**config.mk**
```make
export PLATFORM = sky130hd
export DESIGN_NAME = hilo_commit
export DESIGN_NICKNAME = d
export VERILOG_FILES = /design/src/rtl/hilo_commit.sv
export SDC_FILE = /design/constraint.sdc
export NUM_CORES = 1
export LEC_CHECK = 0
export BUFFER_PORTS_ARGS = -buffer_cell sky130_fd_sc_hd__buf_2
export CORE_MARGIN = 4
export CORE_UTILIZATION = 51
export CTS_BUF_LIST = sky130_fd_sc_hd__clkbuf_8
export DETAILED_ROUTE_END_ITERATION = 8
export HOLD_SLACK_MARGIN = 0.1
export PLACE_DENSITY = 0.9
export SYNTH_ARGS = -nofsm -noshare
export SYNTH_HDL_FRONTEND = slang
export SYNTH_SLANG_ARGS = --single-unit
```
**constraint.sdc**
```tcl
create_clock -name clk -period 2.25 [get_ports clk]
set_clock_uncertainty 0.05 [all_clocks]
set_input_delay 0.3375 -clock clk [delete_from_list [all_inputs] [get_ports clk]]
set_output_delay 0.3375 -clock clk [all_outputs]
set_load 0.02 [all_outputs]
```
**src/rtl/hilo_commit.sv**
```systemverilog
// ============================================================================
// Module   : hilo_commit
// Brief    : Architectural HI/LO registers with multiply commit tracking,
//            MTHI/MTLO writes, accumulate feedback and RAW stall request.
// Revision : 1.0
// ============================================================================
`default_nettype none

module hilo_commit #(
    parameter int W = 32
) (
    input  logic             clk,
    input  logic             rst,
    input  logic [5:0]       stall,
    input  logic             flush,
    input  logic             ex_mul_valid,
    input  logic [1:0]       ex_mul_op,
    input  logic [2*W-1:0]   mul_z,
    input  logic [1:0]       mt_we,
    input  logic [W-1:0]     mt_wdata,
    input  logic             mf_req,
    output logic [W-1:0]     hi,
    output logic [W-1:0]     lo,
    output logic [2*W-1:0]   hilo_fwd,
    output logic             stall_req
);

    localparam logic [1:0] C_OP_MULT = 2'b00;
    localparam logic       C_STOP    = 1'b1;

    typedef enum logic [1:0] {
        S_IDLE = 2'd0,
        S_PEND = 2'd1,
        S_HOLD = 2'd2
    } state_t;

    state_t           r_state;
    state_t           w_next;
    logic [W-1:0]     r_hi;
    logic [W-1:0]     r_lo;
    logic [2*W-1:0]   r_hold;

    logic             w_issue;
    logic             w_stall_req;
    logic             w_commit;
    logic [2*W-1:0]   w_commit_val;
    logic             w_load_hold;
    logic             w_drop_hold;
    logic             w_mt_ok;
    logic             w_unused_stall;

    // Only the EX and MEM stall bits matter to this block.
    assign w_unused_stall = ^{stall[5:4], stall[1:0]};

    // Anything that reads HI/LO must wait while a commit is still outstanding;
    // a plain MULT overwrites HI/LO and so can follow back-to-back.
    assign w_stall_req = (r_state != S_IDLE) &&
                         ((ex_mul_valid && (ex_mul_op != C_OP_MULT)) || mf_req);

    assign w_issue = ex_mul_valid && (stall[2] != C_STOP) && !w_stall_req && !flush;
    assign w_mt_ok = (stall[3] != C_STOP) && !flush;

    always_comb begin
        w_next       = r_state;
        w_commit     = 1'b0;
        w_commit_val = mul_z;
        w_load_hold  = 1'b0;
        w_drop_hold  = 1'b0;
        case (r_state)
            S_IDLE: begin
                if (w_issue) begin
                    w_next = S_PEND;
                end
            end
            S_PEND: begin
                if (flush) begin
                    w_next = S_IDLE;
                end else if (stall[3] == C_STOP) begin
                    w_next      = S_HOLD;
                    w_load_hold = 1'b1;
                end else begin
                    w_commit = 1'b1;
                    w_next   = w_issue ? S_PEND : S_IDLE;
                end
            end
            S_HOLD: begin
                if (flush) begin
                    w_next      = S_IDLE;
                    w_drop_hold = 1'b1;
                end else if (stall[3] != C_STOP) begin
                    w_commit     = 1'b1;
                    w_commit_val = r_hold;
                    w_next       = S_IDLE;
                end
            end
            default: begin
                w_next = S_IDLE;
            end
        endcase
    end

    always_ff @(posedge clk) begin
        if (rst) begin
            r_state <= S_IDLE;
        end else begin
            r_state <= w_next;
        end
    end

    always_ff @(posedge clk) begin
        if (rst) begin
            r_hold <= '0;
        end else if (w_load_hold) begin
            r_hold <= mul_z;
        end else if (w_drop_hold) begin
            r_hold <= '0;
        end
    end

    // The MT op is always older than a committing multiply, so the multiply wins.
    always_ff @(posedge clk) begin
        if (rst) begin
            r_hi <= '0;
            r_lo <= '0;
        end else if (w_commit) begin
            r_hi <= w_commit_val[2*W-1:W];
            r_lo <= w_commit_val[W-1:0];
        end else if (w_mt_ok) begin
            if (mt_we[1]) begin
                r_hi <= mt_wdata;
            end
            if (mt_we[0]) begin
                r_lo <= mt_wdata;
            end
        end
    end

    assign hi        = r_hi;
    assign lo        = r_lo;
    assign hilo_fwd  = {r_hi, r_lo};
    assign stall_req = w_stall_req;

endmodule

`default_nettype wire

```
## Word level (Yosys, flattened, before mapping)

Index checks and enable logic that the tools add are counted.

| operators by class | value |
|---|---|
| reduce and logical (&&, ||, !) cells | 20 |
| muxes and demuxes | 26 |
| eq/ne operators | 4 |
| bitwise operators | 2 |

Operators by type and width:

| operator | number |
|---|---|
| 64-bit two-way mux | 5 |
| 32-bit two-way mux | 6 |
| 2-bit nonzero test | 6 |
| 2-bit two-way mux | 5 |
| 1-bit two-way mux | 9 |
| 1-bit logical AND | 6 |
| 2-bit case mux with 3 select lines | 1 |
| 2-bit AND reduction | 3 |
| 3-bit != test (second input constant) | 1 |
| 2-bit by 1-bit equality test with 1-bit output (second input constant) | 1 |
| 2-bit equality test (second input constant) | 1 |
| 1-bit zero test | 2 |
| 2-bit zero test | 1 |
| 2-bit != test (second input constant) | 1 |
| 1-bit NOT | 2 |
| 2-bit OR reduction | 1 |
| 1-bit logical OR | 1 |

| storage, ports and cells | value |
|---|---|
| flip-flop bits (word level) | 130 |
| output and inout port bits | 129 |
| logic and storage cells | 56 |
| input port bits | 111 |

## Depth between registers and ports, before layout

| depth | value |
|---|---|
| depth in word-level cells | 11 |
| depth in mapped cells | 7 |
| mapped depth without buffers | 5 |

## Worst setup path after synthesis

No wires, ideal clock.

| path | value |
|---|---|
| path type | reg-to-reg |
| start point | reg r_state[0] |
| end point | reg r_hi[29], in the netlist hi[29] |
| period minus slack after synthesis | 1.704 ns |
| stages on the path, launching flop included | 7 |
| data required time | 2.083 ns |
| buffers on the path | 1 |
| arrival | 1.536 ns |
| setup slack | 0.546 ns |
| library setup time | 0.117 ns |
| path through | dfxtp_1 inv_1 ha_1 nor3b_4 buf_4 or2_2 a32o_1 |

| on the way | value |
|---|---|
| word-level cells in the longest chain between the ends | 5 |
| elaborated cells between the ends (all ways) | 9 |
| those cells by class | eq/ne: 2; mux: 3; reduce/logical: 4 |

RTL lines:

| what | RTL line | RTL |
|---|---|---|
| from (decl) | 37 | `state_t r_state;` |
| from (signal assigned) | 106 | `r_state <= w_next;` |
| 2-bit equality test or 2-bit by 1-bit equality test with 1-bit output (tied branches) | 69 | `case (r_state)` |
| 2-bit OR reduction (no source line) | -- |  |
| 1-bit two-way mux | -- |  |
| 2-bit nonzero test (no source line) | -- |  |
| 2-bit AND reduction (no source line) | -- |  |
| to (signal assigned) | 126 | `r_hi <= w_commit_val[2*W-1:W];` |
| to (signal assigned) | 130 | `r_hi <= mt_wdata;` |
| to (decl) | 39 | `logic [W-1:0] r_hi;` |

Several ways; a longest one is shown, not always the timed one.
A chain may end at the register's enable or synchronous reset.

## Final worst setup path

| path | value |
|---|---|
| start point | reg r_state[0] |
| end point | reg r_hi[16], in the netlist hi[16] |

The elaborated chain is that of the path after synthesis.

==> flow_metrics.py <==
metrics = {
    "worst_setup_path": {
        "critical_path_buf_inv_count": 2,
        "crit_family": "simple AND/OR/NAND/NOR gates",
        "crit_path_start": "r_state[0]",
        "crit_fanout": 55,
        "endpoint_kind": "flop",
        "slowest_stage": "dfxtp_1",
        "cp.required_ps": 2520,
        "critPathArrivalTime_ps": 2170,
        "r2r-start": "r_state[0]",
        "path_cells": "inv_1 > ha_1 > nor3b_4 > buf_12 > nand2_1 > a32o_1",
        "startpoint_type": "flop",
        "critPathKind": "flop to flop",
        "slowest_delay_ps": 340,
    },
    "global_routing": {
        "grt_antenna_before_repair": 0,
        "grt_overflow": 0,
        "grt_max_degree": 66,
        "grt_pass1_vias": 5775,
        "grt_pass1_wl_um": 29440,
        "track_usage": 0.2574,
    },
    "floorplan": {
        "die-height_um": 118.6,
        "num_rows": 40,
        "fp.dieArea_um2": 14070,
        "dieWidth_um": 118.6,
        "core-area_um2": 12010,
        "io_pins": 240,
        "initial_core_util": 0.5195,
    },
    "clock_tree": {
        "cts_buffer_depth": 2,
        "clock_latency_ps": 430,
        "cts_sinks": 130,
        "cts_tree": "done",
        "htree_levels": 4,
        "path_clk_slew_ps": 70,
        "root_buffer": "clkbuf_8",
        "cts_buffers": 17,
    },
    "final_layout": {
        "diodes": 0,
        "nets": 1027,
        "final_area_um2": 8082,
        "syn2layout_area_growth_pct": 29.52,
        "drive_gt1_frac": 0.3511,
        "fin_util": 0.6728,
    },
    "outcome": {
        "status": "completed",
    },
    "sta": {
        "slew_headroom": 0.5054,
        "maxSlewViolCount": 0,
        "setup_viol": 0,
        "hold_viol": 0,
        "tightest_slew_ps": 741.9,
        "finalCritPeriodShare": 0.8441,
        "timing.final.ws_setup_ps": 350.7,
        "holdWs_ps": 170.4,
        "fmaxAchievable_mhz": 526.5,
        "rsz0062_at_grt": "no",
        "period_needed_ps": 1899,
    },
    "power": {
        "power_density_nw_per_um2": 658.1,
        "ir_drop_mv": 0.5489,
        "p_leak_nw": 3.348,
    },
    "place": {
        "gp_congestion": 0.8094,
        "dpl_worst_slack_ps": -77.16,
        "port_buffers": 235,
        "dpl.hpwl_um": 11400,
        "place_area_um2": 7066,
    },
    "routing": {
        "wl_um": 18790,
        "drt_iter0_markers": 525,
        "wl_per_cell_um": 17.61,
        "drc": 0,
        "ant_nets": 0,
        "avgViaCountPerCell": 5.642,
        "drt_pass1_iterations": 5,
        "vias": 6020,
    },
    "hold_path": {
        "hold_path.class": "primary input to flop",
        "hp-start": "rst",
    },
    "synthesis": {
        "synth_warnings": 0,
        "ys_types": 28,
        "yosysSeqAreaShare": 0.4171,
        "syn_inst": 696,
        "syn_area_per_cell_um2": 8.965,
        "ys_ff_latch": 130,
        "syn_nets": 810,
        "synth.cell_area_um2": 6240,
    },
    "job": {
        "maxCapViolCount": 0,
    },
}
## stage by stage
stage / std cells / total power, W / setup TNS (ps)
detailed placement: 975 / 0.003383 / -1859
CTS: 1067 / 0.005338 / 0
global route: 1067 / 0.005541 / 0
floorplan: 696 / 0.003121 / 0
global placement: 975 / 0.003365 / 0
finish: 1067 / 0.005318 / 0
## cell type report
type                            instances  area [µm²]
Fill cell                             870        3930
Multi-Input combinational cell        440        2870
Sequential cell                       130        2603
Timing Repair Buffer                  320        2049
Clock buffer                           20       275.3
Tap cell                              147       183.9
Clock inverter                          6       85.08
Inverter                                4       15.01
## power breakdown
part	internal, W	total (W)	leakage, nW	switching [W]
Clock	0.00103	0.00187	0.180	0.000842
Combinational	0.000418	0.000978	2.11	0.000560
Sequential	0.00240	0.00247	1.05	0.0000663
Total	0.00385	0.00532	3.35	0.00147
## flip-flops by register name, summed over array words and instances, names as in the netlist
name / flops
r_hold: 64
lo: 32
hi: 32
r_state: 2
## what timing repair did
action                                  4_1_cts  5_1_grt
endpoints found under the setup margin       34        0
endpoints found under the hold margin        64        0
resized for setup                             0        0
hold buffers                                 64        0
setup buffers                                 2        0
## cells in the mapped netlist
master / number / area share
nor4b_1: 1 / 0.0014
dfxtp_1: 130 / 0.42
ha_1: 3 / 0.0060
a221oi_2: 1 / 0.0024
a2111oi_4: 1 / 0.0044
and3b_1: 2 / 0.0028
clkbuf_1: 16 / 0.0096
buf_4: 69 / 0.083
o21ai_0: 1 / 0.00080
a32o_1: 64 / 0.10
nand3b_1: 1 / 0.0012
a31o_1: 1 / 0.0014
nand3_1: 64 / 0.051
nand4_1: 1 / 0.0010
a21oi_1: 65 / 0.052
or3b_4: 1 / 0.0018
buf_1: 6 / 0.0036
nor2_1: 3 / 0.0018
nor4_4: 2 / 0.0068
nand2_1: 129 / 0.078
mux2i_1: 64 / 0.10
nor3b_4: 1 / 0.0030
or2_2: 32 / 0.032
inv_1: 4 / 0.0024
o31a_1: 2 / 0.0028
a21o_1: 1 / 0.0012
buf_6: 2 / 0.0036
buf_2: 29 / 0.023
## final timing paths
check / endpoint / slack (ps) / depth (start not counted)
worst min register to register: r_hold[54] / 420 / 2
worst max-delay path: hi[16] / 350 / 6
worst min-delay path: r_hold[0] / 170 / 2
worst max register to register: hi[16] / 350 / 6
## cells by family after synthesis
| group | count (synthesis) | synth area share |
|---|---|---|
| and+or+nand+nor | 237 | 0.1809 |
| AOI/OAI and AO/OA | 136 | 0.1678 |
| DFF | 130 | 0.4171 |
| buffers and inverters | 126 | 0.1255 |
| muxes | 64 | 0.1027 |
| adders and majority gates | 3 | 0.006016 |
## per-layer routing
metal / part of all wire / GRT usage
met1: 0.38 / 0.2980
met2: 0.51 / 0.4440
met3: 0.087 / 0.07847
met4: 0.024 / 0.09993
met5: 0 / 0
## cells in the final DEF (no fill, tap or decap), types with 2 or more instances in the layout
cell type	n
a21oi_1	65
mux2i_1	64
nor2_1	3
or2_2	32
buf_12	6
dlygate4sd3_1	64
bufinv_16	2
clkinv_2	2
dfxtp_1	130
clkinvlp_4	2
buf_2	235
o31a_1	2
nor4_4	2
nand3_1	64
nand2_1	128
a32o_1	64
buf_4	15
inv_1	4
clkbuf_8	20
ha_1	2
## worst register-to-register path: cells and delay by family, from the launching register on
kind	cells	cell delay (ps)
flip-flops	1	340
AND/OR/NAND/NOR	2	490
adder cells (fa/ha/maj)	1	320
buffers and inverters	2	330
AO/OA/AOI/OAI	1	260
No activity file was read; power rests on OpenSTA's default activity.
